==> src/rtl/bram_arbiter.sv <==
// rtl/bram_arbiter.sv - shares one single-port BRAM between a Wishbone slave and a valid/ready master
// Optional build macro: BRAM_ARB_FIXED_PRIO_EN (Wishbone always wins contested cycles; default is round-robin)
module bram_arbiter #(
  parameter int DELAYS = 10,
  parameter int ADDR_W = 32
) (
  input  logic              wb_clk_i,
  input  logic              wb_rst_ni,
  input  logic              wbs_cyc_i,
  input  logic              wbs_stb_i,
  input  logic              wbs_we_i,
  input  logic [3:0]        wbs_sel_i,
  input  logic [ADDR_W-1:0] wbs_adr_i,
  input  logic [31:0]       wbs_dat_i,
  output logic              wbs_ack_o,
  output logic [31:0]       wbs_dat_o,
  input  logic              m_valid_i,
  input  logic [3:0]        m_we_i,
  input  logic [ADDR_W-1:0] m_adr_i,
  input  logic [31:0]       m_dat_i,
  output logic              m_ready_o,
  output logic [31:0]       m_dat_o,
  output logic              bram_en_o,
  output logic [3:0]        bram_we_o,
  output logic [ADDR_W-1:0] bram_adr_o,
  output logic [31:0]       bram_dat_o,
  input  logic [31:0]       bram_dat_i,
  output logic              busy_o
);

  typedef enum logic [1:0] {
    S_IDLE  = 2'd0,
    S_ISSUE = 2'd1,
    S_WAIT  = 2'd2,
    S_ACK   = 2'd3
  } state_t;

  localparam logic [15:0] DLY    = 16'(DELAYS);
  localparam logic        GNT_WB = 1'b0;
  localparam logic        GNT_M  = 1'b1;

  state_t              state_q, state_d;
  logic [15:0]         cnt_q, cnt_d;
  logic [31:0]         rdata_q, rdata_d;
  logic                last_q, last_d;
  logic                gnt_q, gnt_d;
  logic                lock_q, lock_d;
  logic [ADDR_W-1:0]   adr_q, adr_d;
  logic [31:0]         dat_q, dat_d;
  logic [3:0]          we_q, we_d;

  logic                wb_req, m_req;
  logic                wb_req_eff, m_req_eff;
  logic                grant_valid, grant_sel;
  logic                wb_abort;
  logic                wait_done;
  logic                capture;

  // Raw requests, with the just-served requester masked for one IDLE cycle after its ack
  always_comb begin
    wb_req     = wbs_cyc_i & wbs_stb_i;
    m_req      = m_valid_i;
    wb_req_eff = wb_req & ~(lock_q & (gnt_q == GNT_WB));
    m_req_eff  = m_req  & ~(lock_q & (gnt_q == GNT_M));
    wb_abort   = (gnt_q == GNT_WB) & ~wbs_cyc_i;
    wait_done  = (cnt_q == DLY);
  end

  // Arbitration between the two eligible requesters
  always_comb begin
    grant_valid = wb_req_eff | m_req_eff;
    grant_sel   = GNT_WB;
`ifdef BRAM_ARB_FIXED_PRIO_EN
    // Wishbone wins whenever it asks; the master only gets idle Wishbone slots
    if (wb_req_eff) begin
      grant_sel = GNT_WB;
    end else begin
      grant_sel = GNT_M;
    end
`else
    // Contested cycles go to whoever was not granted last
    if (wb_req_eff && m_req_eff) begin
      grant_sel = (last_q == GNT_WB) ? GNT_M : GNT_WB;
    end else if (wb_req_eff) begin
      grant_sel = GNT_WB;
    end else begin
      grant_sel = GNT_M;
    end
`endif
  end

  // State register
  always_ff @(posedge wb_clk_i) begin
    if (!wb_rst_ni) begin
      state_q <= S_IDLE;
    end else begin
      state_q <= state_d;
    end
  end

  // Next-state logic; a Wishbone abort skips the remaining wait and the ack
  always_comb begin
    state_d = state_q;
    case (state_q)
      S_IDLE: begin
        if (grant_valid) begin
          state_d = S_ISSUE;
        end
      end
      S_ISSUE: begin
        if (wb_abort) begin
          state_d = S_IDLE;
        end else if (DLY == 16'd0) begin
          state_d = S_ACK;
        end else begin
          state_d = S_WAIT;
        end
      end
      S_WAIT: begin
        if (wb_abort) begin
          state_d = S_IDLE;
        end else if (wait_done) begin
          state_d = S_ACK;
        end
      end
      S_ACK: begin
        state_d = S_IDLE;
      end
      default: begin
        state_d = S_IDLE;
      end
    endcase
  end

  // Datapath next-state: request latch, wait counter, read capture, grant history
  always_comb begin
    adr_d   = adr_q;
    dat_d   = dat_q;
    we_d    = we_q;
    gnt_d   = gnt_q;
    last_d  = last_q;
    lock_d  = 1'b0;
    cnt_d   = 16'd0;
    rdata_d = rdata_q;
    capture = 1'b0;

    case (state_q)
      S_IDLE: begin
        if (grant_valid) begin
          gnt_d = grant_sel;
`ifndef BRAM_ARB_FIXED_PRIO_EN
          last_d = grant_sel;
`endif
          if (grant_sel == GNT_WB) begin
            adr_d = wbs_adr_i;
            dat_d = wbs_dat_i;
            we_d  = wbs_sel_i & {4{wbs_we_i}};
          end else begin
            adr_d = m_adr_i;
            dat_d = m_dat_i;
            we_d  = m_we_i;
          end
        end
      end
      S_ISSUE: begin
        if (DLY == 16'd0) begin
          capture = 1'b1;
        end else if (!wb_abort) begin
          cnt_d = 16'd1;
        end
      end
      S_WAIT: begin
        if (wait_done) begin
          capture = 1'b1;
        end else if (!wb_abort) begin
          cnt_d = cnt_q + 16'd1;
        end
      end
      S_ACK: begin
        lock_d = 1'b1;
      end
      default: begin
        lock_d = 1'b0;
      end
    endcase

    if (capture) begin
      rdata_d = bram_dat_i;
    end
  end

  // Datapath registers
  always_ff @(posedge wb_clk_i) begin
    if (!wb_rst_ni) begin
      adr_q   <= '0;
      dat_q   <= '0;
      we_q    <= '0;
      gnt_q   <= GNT_WB;
      last_q  <= GNT_M;
      lock_q  <= 1'b0;
      cnt_q   <= 16'd0;
      rdata_q <= '0;
    end else begin
      adr_q   <= adr_d;
      dat_q   <= dat_d;
      we_q    <= we_d;
      gnt_q   <= gnt_d;
      last_q  <= last_d;
      lock_q  <= lock_d;
      cnt_q   <= cnt_d;
      rdata_q <= rdata_d;
    end
  end

  // Outputs decoded from state and latched request
  always_comb begin
    bram_en_o  = (state_q == S_ISSUE);
    bram_we_o  = (state_q == S_ISSUE) ? we_q : 4'd0;
    bram_adr_o = adr_q;
    bram_dat_o = dat_q;
    wbs_ack_o  = (state_q == S_ACK) & (gnt_q == GNT_WB);
    m_ready_o  = (state_q == S_ACK) & (gnt_q == GNT_M);
    wbs_dat_o  = rdata_q;
    m_dat_o    = rdata_q;
    busy_o     = (state_q != S_IDLE);
  end

endmodule

==> config.mk <==
export PLATFORM = sky130hd
export DESIGN_NAME = bram_arbiter
export DESIGN_NICKNAME = d
export VERILOG_FILES = /design/src/rtl/bram_arbiter.sv
export SDC_FILE = /design/constraint.sdc
export NUM_CORES = 1
export LEC_CHECK = 0
export BUFFER_PORTS_ARGS = -buffer_cell sky130_fd_sc_hd__clkbuf_2
export CAP_MARGIN = 25
export CORE_MARGIN = 2
export CORE_UTILIZATION = 25
export DETAILED_ROUTE_END_ITERATION = 10
export GPL_TIMING_DRIVEN = 0
export PLACE_DENSITY = 0.49
export SLEW_MARGIN = 20
export SYNTH_ARGS = -nofsm -noshare
export SYNTH_HDL_FRONTEND = slang
export SYNTH_SLANG_ARGS = --single-unit
==> constraint.sdc <==
create_clock -name wb_clk_i -period 4.04 [get_ports wb_clk_i]
set_input_delay 1.212 -clock wb_clk_i [delete_from_list [all_inputs] [get_ports wb_clk_i]]
set_output_delay 1.212 -clock wb_clk_i [all_outputs]
set_load 0.005 [all_outputs]
## Yosys cells after proc, flatten, opt, wreduce, memory -nomap -nowiden

Index checks and enable logic that the tools add are counted.

| word-level totals | value |
|---|---|
| flip-flop bits (word level) | 121 |
| bits in latches | 0 |
| memory bits (writable) | 0 |
| bits in read-only memories | 0 |
| input bits | 174 |
| output and inout bits | 136 |
| word-level logic and storage cells | 54 |
| memories kept | 0 |

| operators by class | value |
|---|---|
| add/sub/neg operators | 1 |
| $mul | 0 |
| div/mod/pow operators | 0 |
| order comparisons | 0 |
| equal/unequal tests | 6 |
| shift-type cells | 0 |
| mux-type cells | 19 |
| bitwise gates (word level) | 14 |
| reductions and logical operators | 5 |

Operator list:

| kind | count |
|---|---|
| $mux 32 | 2 |
| $mux 16 | 2 |
| $pmux 16 s2 | 1 |
| $add 16x1->16 const B | 1 |
| $eq 16x4->1 const B | 1 |
| $and 1x1->1 | 8 |
| $mux 2 | 4 |
| $mux 4 | 2 |
| $pmux 2 s4 | 1 |
| $mux 1 | 7 |
| $and 4x4->4 | 1 |
| $eq 2x2->1 const B | 2 |
| $not 1->1 | 4 |
| $reduce_and 2->1 | 2 |
| $ne 3x3->1 const B | 1 |
| $eq 2x1->1 const B | 1 |
| $logic_not 2->1 | 1 |
| $ne 2x2->1 const B | 1 |
| $reduce_bool 2->1 | 1 |
| $logic_and 1x1->1 | 1 |
| $or 1x1->1 | 1 |

## Longest topological paths before layout

| logic depth | value |
|---|---|
| word-level depth | 7 |
| gate-level depth with buffers | 8 |

## Worst setup path before layout

No wires, ideal clock.

| path | value |
|---|---|
| kind | input -> register |
| start point | in m_valid_i |
| end point | reg adr_q[22], in the netlist bram_adr_o[22] |
| arrival time | 2276 ps |
| required time | 3903 ps |
| setup slack | 1628 ps |
| stages | 7 |
| cells stage by stage | or3b_1 > and3_1 > buf_2 > buf_6 > buf_2 > nand2_1 > a31oi_1 |

| on the way | value |
|---|---|
| cells in the longest elaborated chain, start to end | 4 |
| elaborated cells between the ends (all ways) | 6 |

RTL lines:

| what | line | source |
|---|---|---|
| start, declared | 17 | `input logic m_valid_i,` |
| $and 1x1->1 * | 64 | `m_req_eff = m_req & ~(lock_q & (gnt_q == GNT_M));` |
| $logic_and 1x1->1 | 82 | `if (wb_req_eff && m_req_eff) begin` |
| $mux 1 | 82 |  |
| $mux 32 | 154 | `if (grant_sel == GNT_WB) begin` |
| end signal, assigned | 204 | `adr_q <= adr_d;` |
| end, declared | 48 | `logic [ADDR_W-1:0] adr_q, adr_d;` |

Mark *: on every way between the ends. The rest lies on a longest branch, timed or not.
A chain may end at the register's enable or synchronous reset.

## Worst setup path in the final report

| path | value |
|---|---|
| start point | reg state_q[1] |
| end point | out bram_we_o[3] |

| on the way | value |
|---|---|
| cells in the longest elaborated chain, start to end | 2 |

RTL lines:

| what | line | source |
|---|---|---|
| start, declared | 42 | `state_t state_q, state_d;` |
| start signal, assigned | 97 | `state_q <= state_d;` |
| $eq 2x1->1 | 218 | `bram_we_o = (state_q == S_ISSUE) ? we_q : 4'd0;` |
| $mux 4 | 218 |  |
| end, declared | 24 | `output logic [3:0] bram_we_o,` |

No other way between the ends.

==> reports/results.ini <==
[cts]
cts_buffers=17
cts_tree=built
cts.path.max_buffers=2
cts_sinks=121
cts_resized=0
worstSkewPairLatency_ns=0.41
clkSlewWorstSetupHoldPaths_ns=0.06
htree_levels=4
ctsHoldBuffers=0
root_buffer=clkbuf_16
postCtsSetupBuffers=0

[logic_synthesis]
synthArstFlopShare_pct=0
syn-num-nets=858
synth.avg_cell_area_sq_um=8.02
synth-seq-cells=121
synthCells=678
ys_seq_area_share_pct=44.5
ys_warn_count=0
yosysUniqueCellTypes=42
synth_edf_count=0
synthesis.area_sq_mm=0.00544
synth_flop_cell=dfxtp_1

[final_layout]
final_cell_mix=clkbuf_2 (309), nand2_1 (201), dfxtp_1 (121)
final_common_cell=clkbuf_2
diodes=0
syn_to_final_growth_pct=45.2
final_layout_size_suffix_gt1_share_pct=38.6
nets=1186
stdcell_count=1292

[power]
power.total_mw=3.34
power_density_mw_per_mm2=423
ir_drop_mv=0.248
p_leak_nw=3.70

[setup_path]
worst-setup-path-type=reg2out
required_ns=2.83
max_stage_delay_ns=0.39
r2r_slack_ns=1.92
critPathMaxFanout=7
crit_path_end_kind=primary output
timing.rr.start=state_q[1]
path_cells=inv_1 -> ha_1 -> and2_1 -> clkbuf_2
r2r_end=gnt_q
slowest_stage=dfxtp_1
r2r_cells=7
start_kind=flip-flop
crit_arrival_ns=1.48

[detailed_routing]
wl_mm=19.5
vias=5806
viasPerCell=4.49
firstDrtPassIters=4
routedWlPerCell_microns=15.1
postRouteAntennaNets=0
drtIter0Drc=154
drc=0

[placement]
io_buffers=309
gp_congestion=0.797
place_hpwl_mm=14.9
placed_cells=1262

[grt]
grt_use_total_pct=16.6
grt_max_degree=17
antenna_found_initial=0
grt.overflow.total=0
grt_first_pass_wirelength_mm=29.1
grt_pass1_vias=5505

[sta]
tns_ns=0
worst_slew_pin_slew_ns=0.696
period_minus_slack_ns=2.69
worst_clock_skew_ns=0.0127
rsz0062_at_grt=no
slew_headroom_pct=53.6
finalCritPeriodShare_pct=66.6
max_freq_mhz=372
hold_viol=0
slew_violations=0
setup_viol=0

[die]
initial_core_util_pct=25.6
design.die.area_sq_mm=0.0230
die_x_microns=152
coreArea_sq_mm=0.0212
die-height_microns=152
io_pins=310
num_rows=53

[worst_hold_path]
holdPathStages=2
holdCritStartpoint=m_dat_o[10]
min_path_type=reg2reg
hold_end=m_dat_o[10]

[run_status]
status=completed

[job]
cap_violations=0

## kinds of logic after synthesis
| family | share of synthesized area (%) |
|---|---|
| AND/OR/NAND/NOR | 20.8 |
| adder cells (fa/ha/maj) | 1.38 |
| buffers and inverters | 9.27 |
| XOR/XNOR | 2.09 |
| multiplexers | 6.07 |
| AO/OA/AOI/OAI | 15.8 |
| flip-flops | 44.5 |
## stage by stage
step	hold slack (ns)	instance area, sq um	setup WS (ns)	util (%)
final	0.467	7900	1.35	37.2
after floorplan	0.434	5440	1.63	-
after CTS	0.471	7900	1.31	37.2
after global routing	0.490	7900	1.24	37.2
after global placement	0.463	7330	1.10	34.5
after detailed placement	0.463	7330	1.06	34.5
## cell type report
| type | count | area [sq um] |
|---|---|---|
| Fill cell | 2333 | 13300 |
| Multi-Input combinational cell | 468 | 2510 |
| Sequential cell | 121 | 2420 |
| Timing Repair Buffer | 309 | 1550 |
| Buffer | 82 | 478 |
| Clock buffer | 18 | 439 |
| Tap cell | 275 | 344 |
| Clock inverter | 12 | 128 |
| Inverter | 7 | 26.3 |
## power by group
group / internal, mW / switching (mW)
combinational: 0.225 / 0.295
clock: 0.914 / 0.557
sequential: 1.29 / 0.0560
## per-layer routing
metal / share of wire [%] / global-route usage [%] / vias up
li1: - / - / 2946
met1: 41 / 19.1 / 2619
met2: 49 / 29.3 / 231
met3: 9.1 / 6.50 / 10
met4: 0.79 / 3.52 / 0
met5: 0 / 0 / -
## registers in the layout, summed over array words and instances (netlist names)
name        count
bram_adr_o     32
lock_q          1
last_q          1
state_q         2
m_dat_o        32
gnt_q           1
bram_dat_o     32
cnt_q          16
we_q            4
## worst max-delay path, delay by kind of cell (launching register included)
family | cells | cell delay (ns)
flops | 1 | 0.39
fa+ha+maj | 1 | 0.28
buf+inv | 2 | 0.21
simple gates | 1 | 0.19
## cell usage after synthesis (3+ instances only)
master	n	area, sq um
xor2_1	3	26.3
nor3_1	7	35.0
ha_1	6	75.1
buf_4	34	255
nand2_1	201	754
clkbuf_1	31	116
nor4_1	5	31.3
o21ai_0	39	195
inv_1	6	22.5
xnor2_1	10	87.6
nor2_1	16	60.1
o21ai_1	31	155
dfxtp_1	121	2420
buf_6	4	45.0
and2_1	9	56.3
a31oi_1	68	425
buf_1	3	11.3
nand3_1	13	65.1
mux2i_1	33	330
buf_2	10	50.1
## worst max-delay path by stage
stage,from,endpoint,slack [ns],cells past startpoint
floorplan,m_valid_i,bram_adr_o[22],1.63,7
global placement,m_valid_i,bram_adr_o[24],1.10,7
detailed placement,wbs_cyc_i,bram_dat_o[31],1.06,6
CTS,state_q[1],bram_we_o[3],1.31,4
global route,state_q[1],bram_we_o[2],1.24,4
finish,state_q[1],bram_we_o[3],1.35,4
Note: power is estimated with default switching activity, not from simulation.
